$ cat config.mk
export PLATFORM = sky130hd
export DESIGN_NAME = image_mem_arbiter
export DESIGN_NICKNAME = d
export VERILOG_FILES = /design/src/rtl/img_arb_pkg.sv /design/src/rtl/img_arb_rdpipe.sv /design/src/rtl/image_mem_arbiter.sv
export SDC_FILE = /design/constraint.sdc
export NUM_CORES = 1
export LEC_CHECK = 0
export CORE_ASPECT_RATIO = 1.75
export CORE_MARGIN = 4
export CORE_UTILIZATION = 43
export DETAILED_ROUTE_END_ITERATION = 10
export PLACE_DENSITY_LB_ADDON = 0.08
export SKIP_CTS_REPAIR_TIMING = 1
export SLEW_MARGIN = 20
export SYNTH_ARGS = -nofsm -noshare
export SYNTH_HDL_FRONTEND = slang
export SYNTH_SLANG_ARGS = --single-unit
export TNS_END_PERCENT = 30
$ cat constraint.sdc
create_clock -name clk -period 1.9 [get_ports clk]
set_clock_uncertainty 0.05 [all_clocks]
set_input_delay 0.285 -clock clk [delete_from_list [all_inputs] [get_ports clk]]
set_output_delay 0.285 -clock clk [all_outputs]
set_load 0.02 [all_outputs]
$ cat src/rtl/img_arb_pkg.sv
// Shared types and constants for the image RAM arbiter and its read-return pipeline.
package img_arb_pkg;

    localparam int DEF_ADDR_W = 19;
    localparam int DEF_DATA_W = 8;

    typedef enum logic [1:0] {
        IDLE   = 2'd0,
        VGA_RD = 2'd1,
        CPU_RD = 2'd2,
        CPU_WR = 2'd3
    } arb_state_e;

    typedef logic [1:0] tag_t;

    localparam tag_t TAG_NONE = 2'd0;
    localparam tag_t TAG_VGA  = 2'd1;
    localparam tag_t TAG_CPU  = 2'd2;

    // Which requester a slot's read data belongs to; writes and idle slots return nothing.
    function automatic tag_t state_tag(arb_state_e s);
        case (s)
            VGA_RD:  return TAG_VGA;
            CPU_RD:  return TAG_CPU;
            default: return TAG_NONE;
        endcase
    endfunction

endpackage

$ cat src/rtl/img_arb_rdpipe.sv
// Two-stage owner tag pipeline: steers synchronous RAM read data to the VGA or CPU port
// two edges after the slot was issued.
module img_arb_rdpipe
    import img_arb_pkg::*;
#(
    parameter int DATA_W = DEF_DATA_W
) (
    input  logic              clk,
    input  logic              reset,
    input  logic [1:0]        issue_tag,
    input  logic [DATA_W-1:0] mem_rdata,
    output logic [DATA_W-1:0] vga_data,
    output logic              vga_valid,
    output logic [DATA_W-1:0] cpu_rdata,
    output logic              cpu_rvalid
);

    tag_t              tag0_q, tag0_d;
    tag_t              tag1_q, tag1_d;
    logic [DATA_W-1:0] vga_data_q, vga_data_d;
    logic [DATA_W-1:0] cpu_rdata_q, cpu_rdata_d;
    logic              vga_valid_q, vga_valid_d;
    logic              cpu_rvalid_q, cpu_rvalid_d;

    // tag0 covers the cycle the address is on the bus, tag1 the cycle the RAM drives data.
    always_comb begin
        tag0_d       = issue_tag;
        tag1_d       = tag0_q;
        vga_valid_d  = (tag1_q == TAG_VGA);
        cpu_rvalid_d = (tag1_q == TAG_CPU);
        vga_data_d   = vga_valid_d  ? mem_rdata : vga_data_q;
        cpu_rdata_d  = cpu_rvalid_d ? mem_rdata : cpu_rdata_q;
    end

    always_ff @(posedge clk or negedge reset) begin
        if (!reset) begin
            tag0_q       <= TAG_NONE;
            tag1_q       <= TAG_NONE;
            vga_data_q   <= '0;
            cpu_rdata_q  <= '0;
            vga_valid_q  <= 1'b0;
            cpu_rvalid_q <= 1'b0;
        end else begin
            tag0_q       <= tag0_d;
            tag1_q       <= tag1_d;
            vga_data_q   <= vga_data_d;
            cpu_rdata_q  <= cpu_rdata_d;
            vga_valid_q  <= vga_valid_d;
            cpu_rvalid_q <= cpu_rvalid_d;
        end
    end

    assign vga_data   = vga_data_q;
    assign vga_valid  = vga_valid_q;
    assign cpu_rdata  = cpu_rdata_q;
    assign cpu_rvalid = cpu_rvalid_q;

endmodule

$ cat src/rtl/image_mem_arbiter.sv
// Single-port image RAM arbiter: VGA reads first, CPU in free slots with a starvation override.
// Build option IMGARB_WR_BLANK_EN restricts CPU writes to the VGA blanking interval.
module image_mem_arbiter
    import img_arb_pkg::*;
#(
    parameter int ADDR_W   = DEF_ADDR_W,
    parameter int DATA_W   = DEF_DATA_W,
    parameter int MAX_WAIT = 15
) (
    input  logic              clk,
    input  logic              reset,
    input  logic              vga_req,
    input  logic [ADDR_W-1:0] vga_addr,
    input  logic              vga_blank,
    output logic [DATA_W-1:0] vga_data,
    output logic              vga_valid,
    output logic              vga_miss,
    input  logic              cpu_req,
    input  logic              cpu_we,
    input  logic [ADDR_W-1:0] cpu_addr,
    input  logic [DATA_W-1:0] cpu_wdata,
    output logic              cpu_gnt,
    output logic [DATA_W-1:0] cpu_rdata,
    output logic              cpu_rvalid,
    output logic [ADDR_W-1:0] mem_addr,
    output logic              mem_we,
    output logic [DATA_W-1:0] mem_wdata,
    input  logic [DATA_W-1:0] mem_rdata,
    output logic [15:0]       conflict_cnt
);

    localparam int WAIT_W = (MAX_WAIT < 1) ? 1 : $clog2(MAX_WAIT + 1);
    localparam logic [WAIT_W-1:0] WAIT_MAX = WAIT_W'(MAX_WAIT);

    arb_state_e        state_q, state_d;
    logic [WAIT_W-1:0] wait_q, wait_d;
    logic [15:0]       conflict_q, conflict_d;
    logic [ADDR_W-1:0] mem_addr_q, mem_addr_d;
    logic [DATA_W-1:0] mem_wdata_q, mem_wdata_d;
    logic              mem_we_q, mem_we_d;
    logic              cpu_gnt_q, cpu_gnt_d;
    logic              vga_miss_q, vga_miss_d;
    logic              wr_ok;
    logic              cpu_elig;
    logic              override;

`ifdef IMGARB_WR_BLANK_EN
    assign wr_ok = ~cpu_we | ~vga_blank;
`else
    assign wr_ok = 1'b1;
    logic unused_blank;
    assign unused_blank = vga_blank;
`endif

    // The grant strobe masks eligibility, forcing a one-cycle bubble after every CPU access.
    assign cpu_elig = cpu_req & ~cpu_gnt_q & wr_ok;
    assign override = cpu_elig & (wait_q == WAIT_MAX);

    // NOTE: every signal gets its default before any branch, so no path can infer a latch.
    always_comb begin
        state_d     = IDLE;
        mem_addr_d  = mem_addr_q;
        mem_wdata_d = mem_wdata_q;
        wait_d      = '0;
        conflict_d  = conflict_q;

        if (override) begin
            state_d = cpu_we ? CPU_WR : CPU_RD;
        end else if (vga_req) begin
            state_d = VGA_RD;
        end else if (cpu_elig) begin
            state_d = cpu_we ? CPU_WR : CPU_RD;
        end

        case (state_d)
            VGA_RD: mem_addr_d = vga_addr;
            CPU_RD: mem_addr_d = cpu_addr;
            CPU_WR: begin
                mem_addr_d  = cpu_addr;
                mem_wdata_d = cpu_wdata;
            end
            default: ;
        endcase

        cpu_gnt_d  = (state_d == CPU_RD) || (state_d == CPU_WR);
        mem_we_d   = (state_d == CPU_WR);
        vga_miss_d = override & vga_req;

        if (cpu_elig && !cpu_gnt_d) begin
            wait_d = wait_q + 1'b1;
            if (conflict_q != 16'hFFFF) begin
                conflict_d = conflict_q + 16'd1;
            end
        end
    end

    // NOTE: sequential state uses non-blocking assignments so every flop samples pre-edge values.
    always_ff @(posedge clk or negedge reset) begin
        if (!reset) begin
            state_q     <= IDLE;
            wait_q      <= '0;
            conflict_q  <= '0;
            mem_addr_q  <= '0;
            mem_wdata_q <= '0;
            mem_we_q    <= 1'b0;
            cpu_gnt_q   <= 1'b0;
            vga_miss_q  <= 1'b0;
        end else begin
            state_q     <= state_d;
            wait_q      <= wait_d;
            conflict_q  <= conflict_d;
            mem_addr_q  <= mem_addr_d;
            mem_wdata_q <= mem_wdata_d;
            mem_we_q    <= mem_we_d;
            cpu_gnt_q   <= cpu_gnt_d;
            vga_miss_q  <= vga_miss_d;
        end
    end

    img_arb_rdpipe #(
        .DATA_W (DATA_W)
    ) u_rdpipe (
        .clk        (clk),
        .reset      (reset),
        .issue_tag  (state_tag(state_d)),
        .mem_rdata  (mem_rdata),
        .vga_data   (vga_data),
        .vga_valid  (vga_valid),
        .cpu_rdata  (cpu_rdata),
        .cpu_rvalid (cpu_rvalid)
    );

    assign mem_addr     = mem_addr_q;
    assign mem_we       = mem_we_q;
    assign mem_wdata    = mem_wdata_q;
    assign cpu_gnt      = cpu_gnt_q;
    assign vga_miss     = vga_miss_q;
    assign conflict_cnt = conflict_q;

endmodule

==> results of run 1 <==
[worst max-delay path, delay by kind of cell (launching register included)]
kind | cells | cell delay, ns
xor+xnor | 1 | 0.21
simple gates | 3 | 0.64
fa+ha+maj | 1 | 0.26
buf+inv | 1 | 0.16
flops | 1 | 0.42
[report_power, final]
group,internal (mW),switching (mW),total [mW]
registers,1.73,0.147,1.88
logic,0.622,0.541,1.16
clock network,1.19,0.641,1.83
[sequential cells by signal, summed over array words and instances (netlist names)]
register,flops
u_rdpipe.tag1_q,2
mem_wdata,8
u_rdpipe.vga_valid,1
u_rdpipe.vga_data,8
conflict_cnt,16
u_rdpipe.tag0_q,2
cpu_gnt,1
u_rdpipe.cpu_rvalid,1
mem_we,1
u_rdpipe.cpu_rdata,8
mem_addr,19
vga_miss,1
wait_q,4
[metrics by stage]
step | power, mW | cell area, um2
2_1_floorplan | 2.41 | 3120
3_3_place_gp | 3.06 | 4570
3_5_place_dp | 3.09 | 4570
4_1_cts | 4.93 | 4900
5_1_grt | 5.12 | 4930
6_report | 4.87 | 4930
[worst max path at each step]
stage,depth (start not counted),to,slack (ns),start
final,6,conflict_cnt[9]$_DFFE_PN0P_,0.08,conflict_cnt[0]$_DFFE_PN0P_
after global routing,6,conflict_cnt[9]$_DFFE_PN0P_,-0.04,conflict_cnt[0]$_DFFE_PN0P_
after CTS,6,mem_wdata[2]$_DFFE_PN0P_,-0.03,wait_q[0]$_DFF_PN0_
after detailed placement,5,conflict_cnt[1]$_DFFE_PN0P_,-0.13,cpu_req
after global placement,5,conflict_cnt[1]$_DFFE_PN0P_,-0.07,cpu_req
after floorplan,6,conflict_cnt[2]$_DFFE_PN0P_,0.14,conflict_cnt[0]$_DFFE_PN0P_
[logic make-up after synthesis]
family | after synthesis | synth area share [%]
simple gates | 126 | 19.4
flops | 72 | 57.7
compound gates | 22 | 5.89
fa+ha+maj | 2 | 0.801
buf+inv | 19 | 2.48
mux | 25 | 9.01
xor+xnor | 17 | 4.77
[metal layers]
layer / GRT usage, % / vias to the layer above / share of wire [%]
li1: - / 1251 / -
met1: 23.9 / 1287 / 38
met2: 34.8 / 95 / 54
met3: 3.91 / 16 / 5.8
met4: 9.01 / 0 / 2.3
met5: 0 / - / 0
[layout by cell type (no fill, tap or decap), drive strengths merged]
cell	n
and2	1
dfrtp	72
o21ai	1
nand2b	2
a21oi	1
or2	1
nand4	4
and4	1
clkbuf	10
bufinv	2
dlygate4sd3	1
and3	2
nor4	6
buf	19
inv	4
nor2	45
clkinvlp	2
clkdlybuf4s50	121
o211ai	1
nor3b	2
ha	2
nand2	45
nor2b	3
a311oi	19
nor3	6
clkinv	2
nand3	7
mux2	25
or4b	1
xnor2	1
xor2	16
[area by class of cell]
cell class,count,share of cell area (%)
flip-flops and latches,72,36.5
repair buffers,141,28.6
multi-input cells,192,25.7
clock buffers,10,4.85
well taps,84,2.13
clock inverters,6,1.88
inverters,4,0.304
==> run summary, run 1 <==
Post-synth cell types -> 33
PnR worst setup slack -> 0.0785 ns
Utilization after layout -> 70.9%
Setup Viol. Count Final -> 0
Starting Density -> 44.9%
Num CTS Buffers -> 9
Antenna violations before repair -> 0
Number of fill cells -> 567
Most numerous cell in the Yosys netlist -> dfrtp_1
Crit path max fanout -> 5
Slew @ Worst Pin -> 0.558 ns
Worst-case clock buffer depth -> 2
Proportion of layout cells with a drive suffix above 1 -> 15.8%
Die Height -> 121 um
CP peak stage delay -> 0.42 ns
ANT nets after route -> 0
H-tree levels -> 3
First-pass GRT wire length -> 13500 um
DIE WIDTH -> 72.4 um
Routed length per instance -> 16.2 um
Worst VDD drop -> 0.668 mV
# IOs -> 124
Ranking of synthesized cells by area -> dfrtp_1 (58%), mux2_2 (7.6%), nand2_1 (5.4%), nor2_1 (5.4%), a311oi_1 (5.3%)
Die ar. -> 8740 um2
Pre-Repair DR Iteration Count -> 4
Placed insts -> 492
Synth cell count leaders -> dfrtp_1 (72), nand2_1 (45), nor2_1 (45), mux2_2 (21), a311oi_1 (19)
Max-slew headroom -> 62.8%
Post-synth design cell area -> 3120 um2
Setup TNS -> 0 ns
Port Buffer Count -> 122
Final worst-path cycle share -> 95.9%
Initial DRC count -> 172
Crit path DAT -> 2.02 ns
Max Freq -> 549 MHz
Cell Pwr Density -> 988 nW/um2
# Max-Cap Violations -> 0
Hold Crit Class -> flip-flop to flip-flop
Yosys warnings -> 0
CP max-delay cell -> dfrtp_1
Async SR Flop Fraction -> 100%
Nets@finish -> 482
Clock slew at reported path FFs -> 0.06 ns
Crit path required time -> 2.10 ns
Fin crit period -> 1.82 ns
CP Launch Type -> flip-flop
Syn_nets -> 345
Via density -> 5.20
Num Clock Sinks -> 72
DR DRC count -> 0
R2R Setup Slk -> 0.08 ns
Synth area leader -> dfrtp_1
Post-DP HPWL -> 6090 um
Reg area -> 1800 um2
Slew Viols, Final -> 0
Gate Count Post-Synth -> 283
CP Cell Sequence -> ha_1 > nand4_1 > nor4_4 > buf_4 > nor4_1 > xor2_1
N_diodes -> 0
HP Start -> u_rdpipe.tag0_q[1]$_DFF_PN0_
Core box area -> 6960 um2
WHS -> 0.300 ns
Critical path capture point type -> flip-flop
Non-Filler Instances -> 509
Final RePlAce weighted congestion -> 0.801
Grt ovf -> 0
WL final -> 8270 um
Top FF cell, synth -> dfrtp_1
CTS tree -> done
Worst R2R End -> conflict_cnt[9]$_DFFE_PN0P_
# rows -> 40
Gr usage total -> 20.2%
Avg Synthesized Cell Area -> 11.0 um2
Synth-to-Final Area Change -> 57.9%
Hold endpoint -> u_rdpipe.tag1_q[1]$_DFF_PN0_
Via count -> 2649
Critical path type -> flip-flop to flip-flop
WHS Path Cells -> 0
Clock Tree Root -> clkbuf_16
Seq/Total Area, Yosys -> 57.7%
Post-synth EDFFs -> 0
Total leakage power -> 2.16 nW
Worst r2r src -> conflict_cnt[0]$_DFFE_PN0P_
Largest net degree at the start of global routing -> 28
Vias in the first global route -> 2738
Status -> complete, no violations
Yosys reg bits -> 72
Dpl ws -> -0.126 ns
Final hold violation count -> 0
Clock Latency Late Sink -> 0.33 ns
Yosys top cell area share -> 57.7%
Depth of the worst register-to-register path -> 6
Multi-input logic area -> 1270 um2
(Power assumes the default switching activity.)
==> inputs of run 2 (changes only) <==
Settings changed: ABC_CLOCK_PERIOD_IN_PS set to 1900, CORE_ASPECT_RATIO 1.75 to 1.2, SKIP_CTS_REPAIR_TIMING 1 to not set.
==> run summary, run 2 (synthesis gave the netlist of run 1 again) <==
Vias in the first global route -> 2765
H-tree levels -> 3
Worst r2r src -> wait_q[0]$_DFF_PN0_
Proportion of layout cells with a drive suffix above 1 -> 15.4%
Worst VDD drop -> 0.878 mV
Status -> complete, no violations
Slew @ Worst Pin -> 0.536 ns
Multi-input logic area -> 1260 um2
Die ar. -> 8700 um2
Max-slew headroom -> 64.3%
Critical path capture point type -> output port
Num CTS Buffers -> 9
Core box area -> 6940 um2
Number of fill cells -> 541
# Max-Cap Violations -> 0
# IOs -> 124
Setup Viol. Count Final -> 0
Placement-stage cell area -> 4540 um2
Die Height -> 101 um
Crit path DAT -> 1.45 ns
WHS -> 0.302 ns
Crit path max fanout -> 6
Total power -> 4.44 mW
Synth-to-Final Area Change -> 53.6%
Max Freq -> 559 MHz
Num Clock Sinks -> 72
Starting Density -> 45.0%
Non-Filler Instances -> 510
Total leakage power -> 2.10 nW
Crit path required time -> 1.56 ns
Antenna violations before repair -> 0
CTS tree -> done
R2R Setup Slk -> 0.12 ns
Initial DRC count -> 63
Max reg flops -> 19
Reg area -> 1800 um2
Pre-Repair DR Iteration Count -> 4
Slew Viols, Final -> 0
DIE WIDTH -> 85.8 um
Grt ovf -> 0
Top delay family on crit path -> buffers and inverters
Most frequent cells in the layout -> clkdlybuf4s50_1 (121), dfrtp_1 (72), nor2_1 (45), nand2_1 (45), mux2_2 (21)
Post-DP HPWL -> 5770 um
CP Cell Sequence -> clkdlybuf4s50_1
Final RePlAce weighted congestion -> 0.816
Cell Pwr Density -> 927 nW/um2
Hold Crit Class -> flip-flop to flip-flop
Worst R2R End -> mem_wdata[0]$_DFFE_PN0P_
Fin crit period -> 1.79 ns
Hold endpoint -> u_rdpipe.tag1_q[1]$_DFF_PN0_
Final worst-path cycle share -> 94.1%
Largest net degree at the start of global routing -> 43
N_diodes -> 0
First-pass GRT wire length -> 13100 um
Via density -> 5.17
Routed length per instance -> 15.6 um
DR DRC count -> 0
Placed insts -> 493
RSZ-0062 raised after global routing -> false
Via count -> 2636
Clock Tree Root -> clkbuf_8
Critical path type -> flip-flop to output port
Worst-case clock buffer depth -> 2
Depth of the worst register-to-register path -> 6
HP Start -> u_rdpipe.tag0_q[1]$_DFF_PN0_
Design Area, Final -> 4800 um2
# rows -> 33
CP max-delay cell -> clkdlybuf4s50_1
Port Buffer Count -> 122
Worst path bufs/invs -> 1
Final hold violation count -> 0
Nets@finish -> 480
Setup TNS -> 0 ns
Clock Latency Late Sink -> 0.34 ns
WHS Path Cells -> 0
Most common cell after layout, fill and taps aside -> clkdlybuf4s50_1
CP Launch Type -> flip-flop
ANT nets after route -> 0
Clock slew at reported path FFs -> 0.07 ns
WL final -> 7950 um
CP peak stage delay -> 0.65 ns
Gr usage total -> 19.0%
==> run 2: cell type report <==
| class | count | share of cell area [%] |
|---|---|---|
| Clock buffer | 12 | 3.44 |
| Sequential cell | 72 | 37.6 |
| Inverter | 4 | 0.313 |
| Tap cell | 87 | 2.27 |
| Clock inverter | 4 | 1.54 |
| Timing Repair Buffer | 139 | 28.6 |
| Multi-Input combinational cell | 192 | 26.2 |
==> run 2: metal layers <==
metal	routed length (um)	up-vias	global-route usage, %
met5	0	-	0
met2	4040	91	32.2
met1	3300	1292	23.7
li1	-	1243	-
met4	139	0	7.19
met3	471	10	4.56
==> run 2: power by group <==
group          switching [mW]  internal [mW]
sequential              0.147           1.73
combinational           0.537          0.616
clock                   0.562          0.850
total                    1.25           3.20
==> run 2: what timing repair did <==
item                                   CTS  global route
gates resized for setup                  0             1
setup endpoints to repair                0             8
buffers inserted                         0             0
hold buffers                             1             0
endpoints found under the hold margin   41             0
==> run 2: worst max-delay path by stage <==
stage	start	to	slack [ns]	depth (start not counted)
6_report	conflict_cnt[8]$_DFFE_PN0P_	conflict_cnt[8]	0.11	1
4_1_cts	wait_q[0]$_DFF_PN0_	mem_wdata[1]$_DFFE_PN0P_	0.04	6
5_1_grt	conflict_cnt[0]$_DFFE_PN0P_	conflict_cnt[9]$_DFFE_PN0P_	0.02	6
3_3_place_gp	cpu_req	mem_wdata[4]$_DFFE_PN0P_	0.007	6
2_1_floorplan	conflict_cnt[0]$_DFFE_PN0P_	conflict_cnt[2]$_DFFE_PN0P_	0.14	6
3_5_place_dp	cpu_req	mem_wdata[4]$_DFFE_PN0P_	-0.04	6
==> run 2: per-stage QoR <==
stage                     setup slack (ns)  util, %
after floorplan                      0.137        -
after global placement             0.00735     65.5
after detailed placement           -0.0432     65.5
after CTS                           0.0366     69.1
after global routing                0.0224     69.1
final                                0.112     69.1
==> inputs of run 3 (changes only) <==
Settings changed: CORE_ASPECT_RATIO 1.2 to 0.6.
==> run summary, run 3 (synthesis gave the netlist of run 1 again) <==
Worst-case clock buffer depth -> 2
Status -> complete, no violations
Most frequent cells in the layout -> clkdlybuf4s50_1 (121), dfrtp_1 (72), nor2_1 (45), nand2_1 (45), buf_4 (24)
Routed length per instance -> 16.1 um
Die Height -> 74.0 um
PnR worst setup slack -> 0.111 ns
WL final -> 8370 um
CTS tree -> done
Port Buffer Count -> 122
CP Launch Type -> flip-flop
Max Freq -> 559 MHz
Pre-Repair DR Iteration Count -> 5
Clock slew at reported path FFs -> 0.06 ns
Hold Crit Class -> flip-flop to flip-flop
# Max-Cap Violations -> 0
Final worst-path cycle share -> 94.2%
Final RePlAce weighted congestion -> 0.781
Num Clock Sinks -> 72
DIE WIDTH -> 118 um
Number of fill cells -> 512
N_diodes -> 0
Top delay family on crit path -> buffers and inverters
CP Cell Sequence -> buf_4 > clkdlybuf4s50_1
Cell Pwr Density -> 965 nW/um2
Crit path required time -> 1.56 ns
Worst VDD drop -> 0.581 mV
Core box area -> 6850 um2
Proportion of layout cells with a drive suffix above 1 -> 17.7%
Final hold violation count -> 0
Clock Latency Late Sink -> 0.33 ns
Largest net degree at the start of global routing -> 40
Gr usage total -> 19.7%
Critical path type -> flip-flop to output port
Via density -> 5.18
DR DRC count -> 0
Dpl ws -> -0.205 ns
H-tree levels -> 3
Max reg flops -> 19
Post-DP HPWL -> 5970 um
Total power -> 4.80 mW
Slew Viols, Final -> 0
Die ar. -> 8740 um2
Grt ovf -> 0
Synth-to-Final Area Change -> 59.3%
Via count -> 2697
ANT nets after route -> 0
Vias in the first global route -> 2741
Slew @ Worst Pin -> 0.460 ns
Fin crit period -> 1.79 ns
Critical path capture point type -> output port
Crit path DAT -> 1.45 ns
Most common cell after layout, fill and taps aside -> clkdlybuf4s50_1
CP max-delay cell -> clkdlybuf4s50_1
# IOs -> 124
# rows -> 23
Initial DRC count -> 209
Depth of the worst register-to-register path -> 6
WHS Path Cells -> 0
Antenna violations before repair -> 0
Starting Density -> 45.6%
Max-slew headroom -> 69.3%
Clock Tree Root -> clkbuf_16
Levels on crit path -> 2
Setup Viol. Count Final -> 0
CP peak stage delay -> 0.60 ns
Crit path max fanout -> 4
First-pass GRT wire length -> 13700 um
Total leakage power -> 2.18 nW
Worst path bufs/invs -> 2
Num CTS Buffers -> 9
RSZ-0062 raised after global routing -> false
Nets@finish -> 491
-- run 3: cell count changes in the layout (fill, tap and decap cells not counted) --
cell,delta
clkinvlp_4,+1
bufinv_16,-1
a21oi_2,+1
inv_8,+1
a21oi_1,-1
buf_12,+1
nand3_4,+1
buf_4,+9
inv_6,+2
clkbuf_16,+9
clkbuf_8,-12
clkinv_2,-1
clkinv_4,+1
-- run 3: worst paths after layout --
check | startpoint | end | slack, ns
max in group asynchronous | reset | vga_miss$_DFF_PN0_ | 0.84
setup / recovery | conflict_cnt[11]$_DFFE_PN0P_ | conflict_cnt[11] | 0.11
hold reg to reg | u_rdpipe.tag0_q[1]$_DFF_PN0_ | u_rdpipe.tag1_q[1]$_DFF_PN0_ | 0.30
hold / removal | u_rdpipe.tag0_q[1]$_DFF_PN0_ | u_rdpipe.tag1_q[1]$_DFF_PN0_ | 0.30
min in group asynchronous | reset | mem_we$_DFF_PN0_ | 0.39
setup reg to reg | wait_q[0]$_DFF_PN0_ | mem_wdata[1]$_DFFE_PN0P_ | 0.14
-- run 3: layout make-up --
class                           instances  area [um2]  area share (%)
Multi-Input combinational cell        193        1280            25.7
Inverter                                4        15.0           0.302
Tap cell                               87         109            2.19
Sequential cell                        72        1800            36.2
Timing Repair Buffer                  149        1460            29.4
Clock buffer                            9         225            4.53
Clock inverter                          7        83.8            1.69
-- run 3: repair_timing --
item                                   in CTS  in global routing
hold buffers                                1                  0
setup endpoints to repair                   0                 15
endpoints found under the hold margin      33                  0
setup buffers                               0                  6
resized for setup                           0                  4
-- run 3: per-stage QoR --
stage | cell area, um2 | std cells | hold WS, ns | utilization, % | setup TNS [ns]
after global placement | 4580 | 497 | 0.218 | 66.9 | -0.226
after detailed placement | 4580 | 497 | 0.215 | 66.9 | -1.02
after CTS | 4900 | 514 | 0.300 | 71.6 | 0
after floorplan | 3120 | 283 | -0.0606 | - | 0
after global routing | 4970 | 521 | 0.309 | 72.6 | 0
final | 4970 | 521 | 0.298 | 72.6 | 0
-- run 3: metal layers --
layer / up-vias / part of all wire, % / wire length, um / track usage, %
li1: 1274 / - / - / -
met1: 1314 / 47 / 3960 / 28.3
met2: 99 / 45 / 3760 / 29.3
met3: 10 / 6.8 / 570 / 6.16
met4: 0 / 0.98 / 82 / 5.06
met5: - / 0 / 0 / 0
-- run 3: worst reg2reg max path: stages (launching register included) --
cell and delay (ns):
dfrtp_1 0.37, ha_1 0.24, nand3_4 0.14, a21oi_2 0.19, and2_1 0.19, buf_12 0.14
mux2_2 0.33
-- run 3: power by group --
| part | internal [mW] | leakage (nW) | total, mW | switching (mW) |
|---|---|---|---|---|
| Combinational | 0.633 | 1.14 | 1.18 | 0.550 |
| Clock | 1.04 | 0.149 | 1.73 | 0.691 |
| Sequential | 1.73 | 0.887 | 1.88 | 0.150 |
